===== src/rtl/dmem_arbiter.sv =====
// rtl/dmem_arbiter.sv - round-robin arbiter sharing the single-port data memory between CPU and EXT ports
//
// Ports:
//   clk, reset_n                        clock (rising edge), asynchronous active-low reset
//   cpu_req/we/addr/wdata               CPU access request (level, held until cpu_gnt)
//   cpu_gnt, cpu_rvalid, cpu_rdata      CPU grant pulse, read-return pulse, held read data
//   cpu_stall                           CPU request waiting for its grant
//   ext_req/we/addr/wdata               loader/readback engine request
//   ext_gnt, ext_rvalid, ext_rdata      loader grant pulse, read-return pulse, held read data
//   mem_en/we/addr/wdata, mem_rdata     registered memory strobe/controls, read data in
//   busy                                an access is in flight (state != IDLE)

`timescale 1ns/1ps

module dmem_arbiter #(
  parameter int ADDR_W = 16,
  parameter int DATA_W = 16,
  parameter int RD_LAT = 1
) (
  input  logic              clk,
  input  logic              reset_n,

  input  logic              cpu_req,
  input  logic              cpu_we,
  input  logic [ADDR_W-1:0] cpu_addr,
  input  logic [DATA_W-1:0] cpu_wdata,
  output logic              cpu_gnt,
  output logic              cpu_rvalid,
  output logic [DATA_W-1:0] cpu_rdata,
  output logic              cpu_stall,

  input  logic              ext_req,
  input  logic              ext_we,
  input  logic [ADDR_W-1:0] ext_addr,
  input  logic [DATA_W-1:0] ext_wdata,
  output logic              ext_gnt,
  output logic              ext_rvalid,
  output logic [DATA_W-1:0] ext_rdata,

  output logic              mem_en,
  output logic              mem_we,
  output logic [ADDR_W-1:0] mem_addr,
  output logic [DATA_W-1:0] mem_wdata,
  input  logic [DATA_W-1:0] mem_rdata,

  output logic              busy
);

  // Read-wait counter counts down from RD_LAT-1 to 0.
  localparam int CNT_W = (RD_LAT > 1) ? $clog2(RD_LAT) : 1;

  typedef enum logic [1:0] {
    IDLE    = 2'd0,
    ACC     = 2'd1,
    RD_WAIT = 2'd2
  } state_t;

  state_t           state;
  logic             last_ext;   // 1: EXT owned the previous access
  logic             win_ext;    // owner of the access currently in flight
  logic [CNT_W-1:0] cnt;
  logic             pick_cpu;
  logic             pick_ext;

  // EXT wins when it is alone, or when both request and the CPU went last.
  always_comb begin
    pick_ext = 1'b0;
    pick_cpu = 1'b0;
    pick_ext = ext_req & (~cpu_req | ~last_ext);
    pick_cpu = cpu_req & ~pick_ext;
  end

  assign cpu_stall = cpu_req & ~cpu_gnt;
  assign busy      = (state != IDLE);

  always_ff @(posedge clk or negedge reset_n) begin
    if (!reset_n) begin
      state      <= IDLE;
      last_ext   <= 1'b1;
      win_ext    <= 1'b0;
      cnt        <= '0;
      cpu_gnt    <= 1'b0;
      cpu_rvalid <= 1'b0;
      cpu_rdata  <= '0;
      ext_gnt    <= 1'b0;
      ext_rvalid <= 1'b0;
      ext_rdata  <= '0;
      mem_en     <= 1'b0;
      mem_we     <= 1'b0;
      mem_addr   <= '0;
      mem_wdata  <= '0;
    end else begin
      cpu_rvalid <= 1'b0;
      ext_rvalid <= 1'b0;
      case (state)
        IDLE: begin
          if (pick_cpu || pick_ext) begin
            state     <= ACC;
            win_ext   <= pick_ext;
            cpu_gnt   <= pick_cpu;
            ext_gnt   <= pick_ext;
            mem_en    <= 1'b1;
            mem_we    <= pick_ext ? ext_we    : cpu_we;
            mem_addr  <= pick_ext ? ext_addr  : cpu_addr;
            mem_wdata <= pick_ext ? ext_wdata : cpu_wdata;
          end
        end
        ACC: begin
          // mem_we/addr/wdata deliberately keep their values.
          mem_en   <= 1'b0;
          cpu_gnt  <= 1'b0;
          ext_gnt  <= 1'b0;
          last_ext <= win_ext;
          if (mem_we) begin
            state <= IDLE;
          end else begin
            state <= RD_WAIT;
            cnt   <= CNT_W'(RD_LAT - 1);
          end
        end
        RD_WAIT: begin
          if (cnt == '0) begin
            // Last wait cycle: mem_rdata is valid now; only the owner's rdata moves.
            state <= IDLE;
            if (win_ext) begin
              ext_rdata  <= mem_rdata;
              ext_rvalid <= 1'b1;
            end else begin
              cpu_rdata  <= mem_rdata;
              cpu_rvalid <= 1'b1;
            end
          end else begin
            cnt <= cnt - CNT_W'(1);
          end
        end
        default: state <= IDLE;
      endcase
    end
  end

endmodule


===== config.mk =====
export PLATFORM = sky130hd
export DESIGN_NAME = dmem_arbiter
export DESIGN_NICKNAME = d
export VERILOG_FILES = /design/src/rtl/dmem_arbiter.sv
export SDC_FILE = /design/constraint.sdc
export NUM_CORES = 1
export LEC_CHECK = 0
export ABC_CLOCK_PERIOD_IN_PS = 2200
export BUFFER_PORTS_ARGS = -buffer_cell sky130_fd_sc_hd__buf_2
export CAP_MARGIN = 20
export CORE_ASPECT_RATIO = 1.5
export CORE_MARGIN = 2
export CORE_UTILIZATION = 45
export DETAILED_ROUTE_END_ITERATION = 10
export GPL_TIMING_DRIVEN = 0
export HOLD_SLACK_MARGIN = 0.03
export MAX_ROUTING_LAYER = met4
export PLACE_DENSITY = 0.87
export SLEW_MARGIN = 25
export SYNTH_ARGS = -nofsm -noshare
export SYNTH_HDL_FRONTEND = slang
export SYNTH_SLANG_ARGS = --single-unit

===== constraint.sdc =====
create_clock -name clk -period 2.2 [get_ports clk]
set_clock_uncertainty 0.1 [all_clocks]
set_input_delay 0.11 -clock clk [delete_from_list [all_inputs] [get_ports clk]]
set_output_delay 0.11 -clock clk [all_outputs]
set_load 0.005 [all_outputs]

# Yosys cells after proc, flatten, opt, wreduce, memory -nomap -nowiden
# Cells that the tools add are included.
word_totals:
  reg_bits: 75
  latch_bits: 0
  mem_bits_rw: 0
  romBits: 0
  in_bits: 86
  output_inout_bits: 72
  elab_cells: 63
  mem_count: 0
op_classes:
  addsub: 1
  mul: 0
  n_div: 0
  order_cmp: 0
  eq_ne: 5
  n_shift: 0
  n_mux: 22
  n_bitwise: 10
  reduce_logical: 11
ops:
  columns: ["operator", "count"]
  rows:
  - ["16-bit 2-to-1 mux", 2]
  - ["1-bit 2-to-1 mux", 12]
  - ["1-bit case mux with 2 select lines", 4]
  - ["2-bit AND reduction", 4]
  - ["2-bit 2-to-1 mux", 3]
  - ["2-bit inequality test, second input constant", 3]
  - ["1-bit inverter", 6]
  - ["2-bit case mux with 3 select lines", 1]
  - ["3-bit AND reduction", 2]
  - ["2-bit nonzero test", 3]
  - ["1-bit AND", 3]
  - ["2-bit by 1-bit equality test with 1-bit output, second input constant", 1]
  - ["2-bit equality test, second input constant", 1]
  - ["2-bit logical NOT", 1]
  - ["1-bit logical OR", 1]
  - ["1-bit bitwise OR", 1]
  - ["1-bit subtractor, second input constant", 1]

# Depth between registers and ports, before layout
# Gate-level depths: netlist of the first run.
logic_depth:
  word_depth: 8
  depth_mapped: 5
  depth_no_buf: 4

# Least setup slack after synthesis of the first run
# OpenSTA, ideal clock, no wires.
synth_path:
  kind: "register to register"
  start: "register state[1]"
  end: "register cpu_rdata[10]"
  setup_time_ns: 0.125
  arrival_ns: 1.311
  t_required_ns: 1.975
  slack_ns: 0.664
  path_stages_with_launch: 5
  n_path_buf: 1
  period_less_slack_ns: 1.536
  path_cell_list: "dfrtp_1 > inv_2 > nor3_4 > buf_12 > mux2_4"
synth_between:
  elab_chain_len: 2
synth_rtl:
  columns: ["item", "line_no", "source"]
  rows:
  - ["from (decl)", "58", "state_t state;"]
  - ["from (signal assigned)", "78", "state <= IDLE;"]
  - ["from (signal assigned)", "98", "state <= ACC;"]
  - ["from (signal assigned)", "115", "state <= IDLE;"]
  - ["2-bit equality test", "95", "case (state)"]
  - ["3-bit AND reduction (no source line)", null, null]
  - ["to (signal assigned)", "129", "cpu_rdata <= mem_rdata;"]
  - ["to (decl)", "29", "output logic [DATA_W-1:0] cpu_rdata,"]
# No other way between the ends.
# A chain may end at the register's enable or synchronous reset.

# Worst setup path in the final report of the first run
layout_path:
  start: "register state[0]"
  end: "register mem_wdata[8]"
layout_between:
  elab_chain_len: 2
layout_rtl:
  columns: ["item", "line_no", "source"]
  rows:
  - ["2-bit logical NOT", "95", null]
  - ["2-bit AND reduction (no source line)", null, null]
  - ["to (signal assigned)", "105", "mem_wdata <= pick_ext ? ext_wdata : cpu_wdata;"]
  - ["to (decl)", "43", "output logic [DATA_W-1:0] mem_wdata,"]
# No other way between the ends.

==> results.cfg, run 1 <==
[die]
initial_core_util_pct = 46.22
core_sq_um = 6805
chipHeight_microns = 106.4
die_area_sq_um = 7689
fp-row-count = 37
ios = 158
fp.dieW_microns = 72.27

[cts]
clkSinkCount = 74
cts_tree = yes
clk-insertion-delay-late_ns = 0.34
clk_pin_slew_ns = 0.08
htree_levels = 3
cts-root-buf = clkbuf_8
cts_made_buffers = 9
cts_buffer_depth = 2

[critical_path]
cp_common_cell = nor2_4
path_class = flip-flop to flip-flop
crit_required_ns = 2.33
max_stage_delay_ns = 0.57
crit_arrival_ns = 2.09
path_cells = nor2_4, inv_2, nor2_4, a31oi_1, dlygate4sd3_1
cp-start-kind = flip-flop
endpoint_kind = flip-flop
crit_path_top_delay_cell = dlygate4sd3_1
cp_max_fo = 8

[global_route]
grt_pass1_wl_microns = 17480
use_met1_pct = 32.87
antenna_found_initial = 0
gr-usage-met3_pct = 6.825
grt_util_met2_pct = 51.97
grt_pass1_vias = 3590
grt_remaining_overflow = 0
grt_max_degree = 51
grtUsageTotal_pct = 30.79
grt_busiest_layer = met2

[detailed_routing]
dr_total_vias = 3314
dr.first_iter.drc_count = 325
post-route-drc-count = 0
drt-pass1-iter-count = 4
wirelength_microns = 11080
viasPerCell = 5.362
wl_per_cell_microns = 17.93
final_antenna_net_count = 0

[yosys]
ys_types = 27
yosys_register_bits = 74
syn_avg_cell_area_sq_um = 11.15
ys_seq_area_share_pct = 58.91
syn_inst = 282
syn_area_sq_um = 3146
ys_warn_count = 0
synthesis.nets = 368

[job]
maxCapViolations = 0

[pwr]
power.leakage_nw = 2.500
ir_worst_vdd_uv = 710.7
p_per_area_nw_per_um2 = 1247

[sta]
drv_slew = 0
timing.fmax_mhz = 508.7
setup_tns_ns = 0
fin_crit_ns = 1.966
slew_headroom_pct = 67.04
fin_crit_sh_pct = 89.35
hold_viol = 0
worst_slew_pin_slew_ns = 0.4944
finalSetupViolCount = 0
rsz0062_at_grt = false
fin_hold_ws_ns = 0.1127

[layout]
fin_nets = 622
multiInputGateArea_sq_um = 1181
n_antenna_cell = 0
n_fill_cell = 421
drive_gt1_share_pct = 42.59
fin_util_pct = 75.75
register_area_sq_um = 1853
stdcell_area_sq_um = 5155
area_growth_pct = 63.88

[worst_hold_path]
hold_path.class = primary input to asynchronous set/reset pin

[placed_design]
port_buffers = 157
hpwl_microns = 6114
gp_congestion = 0.7907
placed_cell_area_sq_um = 4059

[run_status]
status = finished, final reports clean
-- kinds of logic after synthesis --
group	after synthesis	synth area share [%]
DFF	74	58.91
muxes	33	12.89
and+or+nand+nor	77	10.46
buffers and inverters	22	3.699
AOI/OAI and AO/OA	76	14.04
-- critical path, delay by kind of cell, from the launching register on --
family                 cells  cell delay, ns
AND/OR/NAND/NOR            2            0.49
flip-flops                 1            0.47
AO/OA/AOI/OAI              1            0.11
buffers and inverters      2            0.67
-- Yosys cell counts (all sizes together) --
cell type | count | area (sq um)
buf | 13 | 82.58
a21o | 1 | 7.510
o21ai | 3 | 15.01
a31oi | 33 | 206.5
a21oi | 35 | 175.2
or2 | 1 | 6.260
dfrtp | 73 | 1827
nand3b | 1 | 11.26
mux2 | 33 | 405.4
inv | 3 | 11.26
o31ai | 1 | 7.510
a21boi | 1 | 11.26
nand2 | 68 | 255.2
and2b | 1 | 8.760
a32oi | 1 | 8.760
nor3 | 1 | 16.27
clkbuf | 6 | 22.52
dfstp | 1 | 26.28
nor2 | 4 | 25.03
a21bo | 1 | 10.01
nor2b | 1 | 6.260
-- sequential cells by signal (all words and copies together) (netlist names) --
name and count:
cpu_rdata 16, ext_rdata 16, mem_addr 16, mem_wdata 16, state 2, cpu_gnt 1, cpu_rvalid 1, ext_gnt 1
ext_rvalid 1, last_ext 1, mem_en 1, mem_we 1, win_ext 1
-- routing by layer --
layer / wire [microns] / vias up / part of all wire (%)
met4: 495 / 0 / 4.5
met2: 5781 / 190 / 52
met3: 820 / 55 / 7.4
li1: - / 1496 / -
met5: 0 / - / 0
met1: 3986 / 1573 / 36
-- power by group --
part           internal, W  switching (W)
Clock             0.000776       0.000502
Sequential         0.00205       0.000426
Combinational      0.00138        0.00129
-- layout make-up --
type	instances	area share (%)
Clock buffer	10	2.670
Tap cell	78	1.893
Timing Repair Buffer	243	32.33
Multi-Input combinational cell	186	22.91
Sequential cell	74	35.95
Clock inverter	5	1.990
Buffer	19	2.039
Inverter	3	0.2184
-- path summary, 6_finish.rpt --
kind	startpoint	endpoint	slack (ns)	cells past startpoint
setup / recovery	state[0]	mem_wdata[8]	0.23	5
hold / removal	reset_n	mem_wdata[14]	0.11	2
max in group asynchronous	reset_n	last_ext	1.29	3
setup reg to reg	state[0]	mem_wdata[8]	0.23	5
min in group clk	cpu_req	mem_wdata[11]	0.16	4
hold reg to reg	mem_we	state[1]	0.36	1
-- metrics by stage --
step	power (W)	cells	worst slack, ns
after floorplan	0.003747	282	0.6638
after global placement	0.004749	517	0.4035
after detailed placement	0.004863	518	0.3896
after CTS	0.006326	618	0.1110
after global routing	0.006815	618	0.1030
final	0.006427	618	0.2342
-- repair_timing --
item,in CTS,in global routing
setup endpoints to repair,0,3
hold endpoints to repair,139,0
resized for setup,0,1
buffers inserted,0,0
hold buffers,85,0
-- layout by cell type, fill, tap and decap left out, types with 2 or more instances in the layout --
cell,netlist,final
o21ai_0,3,3
bufinv_16,0,3
mux2_2,24,24
buf_2,11,167
nor2_4,1,2
dlygate4sd3_1,0,85
a31oi_1,33,33
dfrtp_1,73,73
clkbuf_1,6,6
nor2_1,2,2
inv_2,2,2
a21oi_1,35,35
mux2_4,9,9
buf_4,1,2
nand2_1,68,68
clkbuf_8,0,10
Power figures use the tool's default switching activity.
==> inputs of run 2 (changes only) <==
--- a/config.mk
+++ b/config.mk
@@ -15,7 +15,7 @@
 export GPL_TIMING_DRIVEN = 0
 export HOLD_SLACK_MARGIN = 0.03
 export MAX_ROUTING_LAYER = met4
-export PLACE_DENSITY = 0.87
+export PLACE_DENSITY_LB_ADDON = 0.1
 export SLEW_MARGIN = 25
 export SYNTH_ARGS = -nofsm -noshare
 export SYNTH_HDL_FRONTEND = slang
==> run 2 against run 1 <==
Net effect:
- via count down 4.3%
- sequential cell count is the same
- final area decreased by 1.4%
- register-to-register slack worse by 0.07 ns
- combinational power down 4%
- global-route usage fell by 4.4 points
- final cell count unchanged
- clock-buffer cell count grew 2
==> results.cfg, run 2 (synthesis gave the netlist of run 1 again) <==
[critical_path]
r2r_cells = 5
cp_top_family = buffers and inverters
max_stage_delay_ns = 0.56
path_class = primary input to flip-flop
path_cells = dlygate4sd3_1, buf_2, or2_2, clkbuf_1, buf_2, a21oi_1, a31oi_1, dlygate4sd3_1
crit_required_ns = 2.33
crit_buf_inv = 5
cp_max_fo = 10
crit_arrival_ns = 2.22
endpoint_kind = flip-flop
r2r-start = state[0]
crit_path_top_delay_cell = dlygate4sd3_1
r2r-end = mem_wdata[7]
cp-start-kind = primary input
r2r_slack_ns = 0.16

[die]
initial_core_util_pct = 46.22
ios = 158
chipHeight_microns = 106.4
die_area_sq_um = 7689
fp-row-count = 37
core_sq_um = 6805
fp.dieW_microns = 72.27

[global_route]
gr-usage-met3_pct = 4.834
grt_pass1_wl_microns = 15330
grt_remaining_overflow = 0
grt_util_met2_pct = 42.40
grt_pass1_vias = 3275
antenna_found_initial = 0
grtUsageTotal_pct = 26.42
use_met1_pct = 32.07
grt_max_degree = 49
grt_busiest_layer = met2

[detailed_routing]
post-route-drc-count = 0
drt-pass1-iter-count = 4
wl_per_cell_microns = 15.08
viasPerCell = 5.133
final_antenna_net_count = 0
dr.first_iter.drc_count = 245
wirelength_microns = 9318
dr_total_vias = 3172

[pwr]
combPwrFrac_pct = 43.2
p_sw_w = 0.002041
p_per_area_nw_per_um2 = 1169
swShare_pct = 34.37
internal_power_w = 0.003897
ir_worst_vdd_uv = 682.0
power.leakage_nw = 2.475
clock_power_share_pct = 15.7
seqPwrFrac_pct = 41.1

[cts]
cts_made_buffers = 9
cts-root-buf = clkbuf_8
cts_tree = yes
cts_buffer_depth = 2
clk-insertion-delay-late_ns = 0.34
clkSinkCount = 74
htree_levels = 3
clk_pin_slew_ns = 0.08

[layout]
final_common_cell = buf_2
fin_nets = 622
stdcell_area_sq_um = 5081
final_cell_mix = buf_2, dlygate4sd3_1, dfrtp_1, nand2_1, a21oi_1
drive_gt1_share_pct = 42.59
n_antenna_cell = 0
area_growth_pct = 61.54

[sta]
fin_crit_sh_pct = 94.86
timing.fmax_mhz = 479.2
rsz0062_at_grt = false
fin_hold_ws_ns = 0.1290
drv_slew = 0
worst_slew_pin_slew_ns = 0.4908
slew_headroom_pct = 67.18
setup_tns_ns = 0
finalSetupViolCount = 0
fin_crit_ns = 2.087
hold_viol = 0

[placed_design]
placed_cell_area_sq_um = 4059
hpwl_microns = 5585
gp_congestion = 0.7552
port_buffers = 157

[worst_hold_path]
hold_end = mem_wdata[11]
worstHoldStart = cpu_req
hold_path.class = primary input to flip-flop
holdPathStages = 4

[job]
maxCapViolations = 0

[run_status]
status = finished, final reports clean
run 2: cell count changes in the layout (fill, tap and decap cells not counted), sizes merged:
cell	change
clkbuf	+2
bufinv	-3
clkinvlp	-1
clkinv	+2
run 2: metal layers:
layer | vias to the layer above | part of all wire (%)
met5 | - | 0
met4 | 0 | 2.8
met3 | 26 | 6.8
met2 | 150 | 50
met1 | 1498 | 40
li1 | 1498 | -
run 2: how the worst max path moves through the flow:
stage | startpoint | to | slack, ns | cells past startpoint
4_1_cts | state[0] | mem_wdata[7] | 0.02 | 5
3_3_place_gp | reset_n | mem_wdata[3] | 0.46 | 1
5_1_grt | state[0] | mem_wdata[7] | 0.01 | 5
3_5_place_dp | state[1] | cpu_rdata[9] | 0.45 | 4
2_1_floorplan | state[1] | cpu_rdata[10] | 0.66 | 4
6_report | ext_req | mem_wdata[7] | 0.11 | 8
run 2: what timing repair did:
action / CTS / global route
hold buffers: 85 / 0
hold endpoints to repair: 139 / 0
endpoints found under the setup margin: 0 / 1
buffers inserted: 0 / 0
gates resized for setup: 0 / 2
run 2: final cells by class:
class / instances / area (sq um)
fillers: 456 / 1724
multi-input cells: 186 / 1176
flip-flops and latches: 74 / 1853
well taps: 78 / 97.59
inverters: 3 / 11.26
clock buffers: 12 / 155.1
plain buffers: 19 / 106.4
repair buffers: 243 / 1667
clock inverters: 3 / 15.01
run 2: worst reg2reg max path: stages (launching register included):
cell and delay, ns:
dfrtp_1 0.46, nor2_2 0.33, clkbuf_2 0.30, a21oi_1 0.10, a31oi_1 0.14, dlygate4sd3_1 0.56
run 2: power by group through the flow:
stage / Clock (W) / Sequential [W] / Combinational, W
6_report: 0.000933 / 0.00244 / 0.00257
3_3_place_gp: 0 / 0.00243 / 0.00232
2_1_floorplan: 0 / 0.00249 / 0.00126
3_5_place_dp: 0 / 0.00245 / 0.00237
5_1_grt: 0.00100 / 0.00252 / 0.00286
4_1_cts: 0.000956 / 0.00243 / 0.00257
run 2: metrics by stage:
| step | cells | util (%) | worst slack, ns | power, W |
|---|---|---|---|---|
| finish | 618 | 74.66 | 0.1131 | 0.005939 |
| floorplan | 282 | - | 0.6638 | 0.003747 |
| detailed placement | 518 | 59.64 | 0.4458 | 0.004818 |
| CTS | 618 | 74.65 | 0.02138 | 0.005954 |
| global route | 618 | 74.66 | 0.01483 | 0.006377 |
| global placement | 517 | 59.20 | 0.4591 | 0.004745 |
==> inputs of run 3 (changes only) <==
--- a/config.mk
+++ b/config.mk
@@ -5,17 +5,19 @@
 export SDC_FILE = /design/constraint.sdc
 export NUM_CORES = 1
 export LEC_CHECK = 0
-export ABC_CLOCK_PERIOD_IN_PS = 2200
+export ABC_CLOCK_PERIOD_IN_PS = 2550
 export BUFFER_PORTS_ARGS = -buffer_cell sky130_fd_sc_hd__buf_2
 export CAP_MARGIN = 20
 export CORE_ASPECT_RATIO = 1.5
 export CORE_MARGIN = 2
-export CORE_UTILIZATION = 45
+export CORE_UTILIZATION = 49
+export CTS_CLUSTER_DIAMETER = 80
 export DETAILED_ROUTE_END_ITERATION = 10
 export GPL_TIMING_DRIVEN = 0
 export HOLD_SLACK_MARGIN = 0.03
 export MAX_ROUTING_LAYER = met4
 export PLACE_DENSITY_LB_ADDON = 0.1
+export REMOVE_ABC_BUFFERS = 1
 export SLEW_MARGIN = 25
 export SYNTH_ARGS = -nofsm -noshare
 export SYNTH_HDL_FRONTEND = slang
==> constraint.sdc (replaced) <==
create_clock -name clk -period 2.55 [get_ports clk]
set_clock_uncertainty 0.1 [all_clocks]
set_input_delay 0.1275 -clock clk [delete_from_list [all_inputs] [get_ports clk]]
set_output_delay 0.1275 -clock clk [all_outputs]
set_load 0.005 [all_outputs]
==> run 3 against run 2 <==
Net effect:
- die area decreased by 7.8%
- combinational power decreased by 15%
- worst hold slack lost 0.069 ns
- utilization increased by 7.4 points
- sequential share of layout area up 0.081 points
- wire length rose by 11%
- via count up 1.3%
- non-clock buffer count is 19 lower
- critical endpoint is now mem_wdata[11]
==> results.cfg, run 3 (synthesis gave the netlist of run 1 again) <==
[critical_path]
cp_max_fo = 35
crit_required_ns = 2.60
path_class = flip-flop to flip-flop
crit_arrival_ns = 2.35
endpoint_kind = flip-flop
cp-start-kind = flip-flop

[sta]
fin_crit_ns = 2.298
slew_headroom_pct = 33.54
drv_slew = 0
finalSetupViolCount = 0
rsz0062_at_grt = false
hold_viol = 0
fin_crit_sh_pct = 90.14
timing.fmax_mhz = 435.1
worst_slew_pin_slew_ns = 0.9937

[cts]
cts-root-buf = clkbuf_8
cts_made_buffers = 9
clk_pin_slew_ns = 0.08
clk-insertion-delay-late_ns = 0.33
htree_levels = 3
cts_tree = yes
clkSinkCount = 74
postCtsResizedCells = 0
cts_buffer_depth = 2

[placed_design]
port_buffers = 157
hpwl_microns = 5088
placed_cell_area_sq_um = 3969
gp_congestion = 0.7930

[layout]
register_area_sq_um = 1853
final_common_cell = buf_2
drive_gt1_share_pct = 42.07
area_growth_pct = 61.18
fin_util_pct = 82.11
final_cell_mix = buf_2, dlygate4sd3_1, dfrtp_1, nand2_1, a21oi_1
fin_nets = 604
n_fill_cell = 349
stdcell_area_sq_um = 5070
multiInputGateArea_sq_um = 1195

[die]
chipHeight_microns = 102.1
die_area_sq_um = 7090
ios = 158
fp-row-count = 35
fp.dieW_microns = 69.42
initial_core_util_pct = 50.94
core_sq_um = 6175

[global_route]
antenna_found_initial = 1
grt_pass1_wl_microns = 16260
grt_remaining_overflow = 0
grt_max_degree = 40
grt_pass1_vias = 3345
grt_busiest_layer = met2
grt_util_met2_pct = 51.11
use_met1_pct = 35.41
grtUsageTotal_pct = 30.26
gr-usage-met3_pct = 5.621

[detailed_routing]
post-route-drc-count = 0
final_antenna_net_count = 0
dr_total_vias = 3212
viasPerCell = 5.371
dr.first_iter.drc_count = 202
wirelength_microns = 10340
wl_per_cell_microns = 17.29
drt-pass1-iter-count = 4

[run_status]
status = finished, final reports clean

[worst_hold_path]
hold_path.class = primary input to flip-flop

[pwr]
ir_worst_vdd_uv = 631.4
power.leakage_nw = 2.459
p_per_area_nw_per_um2 = 1072

[job]
maxCapViolations = 0
-- run 3: cell types whose count changed in the layout (fill, tap and decap cells not counted), sizes merged --
cell,before,now
buf,171,159
dlygate4sd3,85,84
bufinv,0,3
clkbuf,18,11
diode,0,1
clkinv,3,2
nor2,4,5
-- run 3: final timing paths --
path,start,endpoint,slack [ns],cells past startpoint
max in group asynchronous,reset_n,last_ext,1.53,3
min,cpu_req,cpu_gnt,0.06,3
min in group asynchronous,reset_n,ext_rdata[6],0.18,2
max reg2reg,state[0],mem_wdata[11],0.25,4
min reg2reg,mem_we,state[1],0.36,1
max,state[0],mem_wdata[11],0.25,4
-- run 3: area by class of cell --
| cell class | instances | area share, % |
|---|---|---|
| antenna | 1 | 0.04936 |
| clock buffer | 11 | 2.986 |
| clock inverter | 5 | 1.974 |
| inverter | 3 | 0.2221 |
| multi-input combinational | 187 | 23.57 |
| sequential | 74 | 36.55 |
| tap | 74 | 1.826 |
| timing repair buffer | 243 | 32.82 |
-- run 3: per-stage QoR --
step           worst slack [ns]  total power (W)  std cells  hold WS, ns  TNS [ns]
2_1_floorplan            0.3700         0.003162        263      -0.2681         0
3_3_place_gp            -0.3618         0.004027        494       0.2569    -12.10
3_5_place_dp            0.04412         0.004102        496     0.009843         0
4_1_cts                 0.04787         0.005318        596      0.03880         0
5_1_grt                  0.1247         0.005778        598      0.06560         0
6_report                 0.2515         0.005434        598      0.05960         0
-- run 3: timing repair --
item                                   CTS  global route
buffers inserted                         0             0
setup endpoints to repair                0            33
hold buffers                            84             0
endpoints found under the hold margin  101             0
-- run 3: routing by layer --
layer	vias up	share of wire (%)	routed length (microns)
li1	1461	-	-
met1	1497	39	4003
met2	222	51	5261
met3	32	7.0	724
met4	0	3.4	351
met5	-	0	0
-- run 3: critical path: stages, from the launching register on --
cell and delay [ns]:
dfrtp_1 0.50, nor2_4 0.47, inv_2 0.14, nor2_4 0.65, a31oi_1 0.24
-- run 3: power by group --
group / switching (W) / internal (W)
Sequential: 0.000366 / 0.00177
Combinational: 0.00109 / 0.00109
Clock: 0.000414 / 0.000700
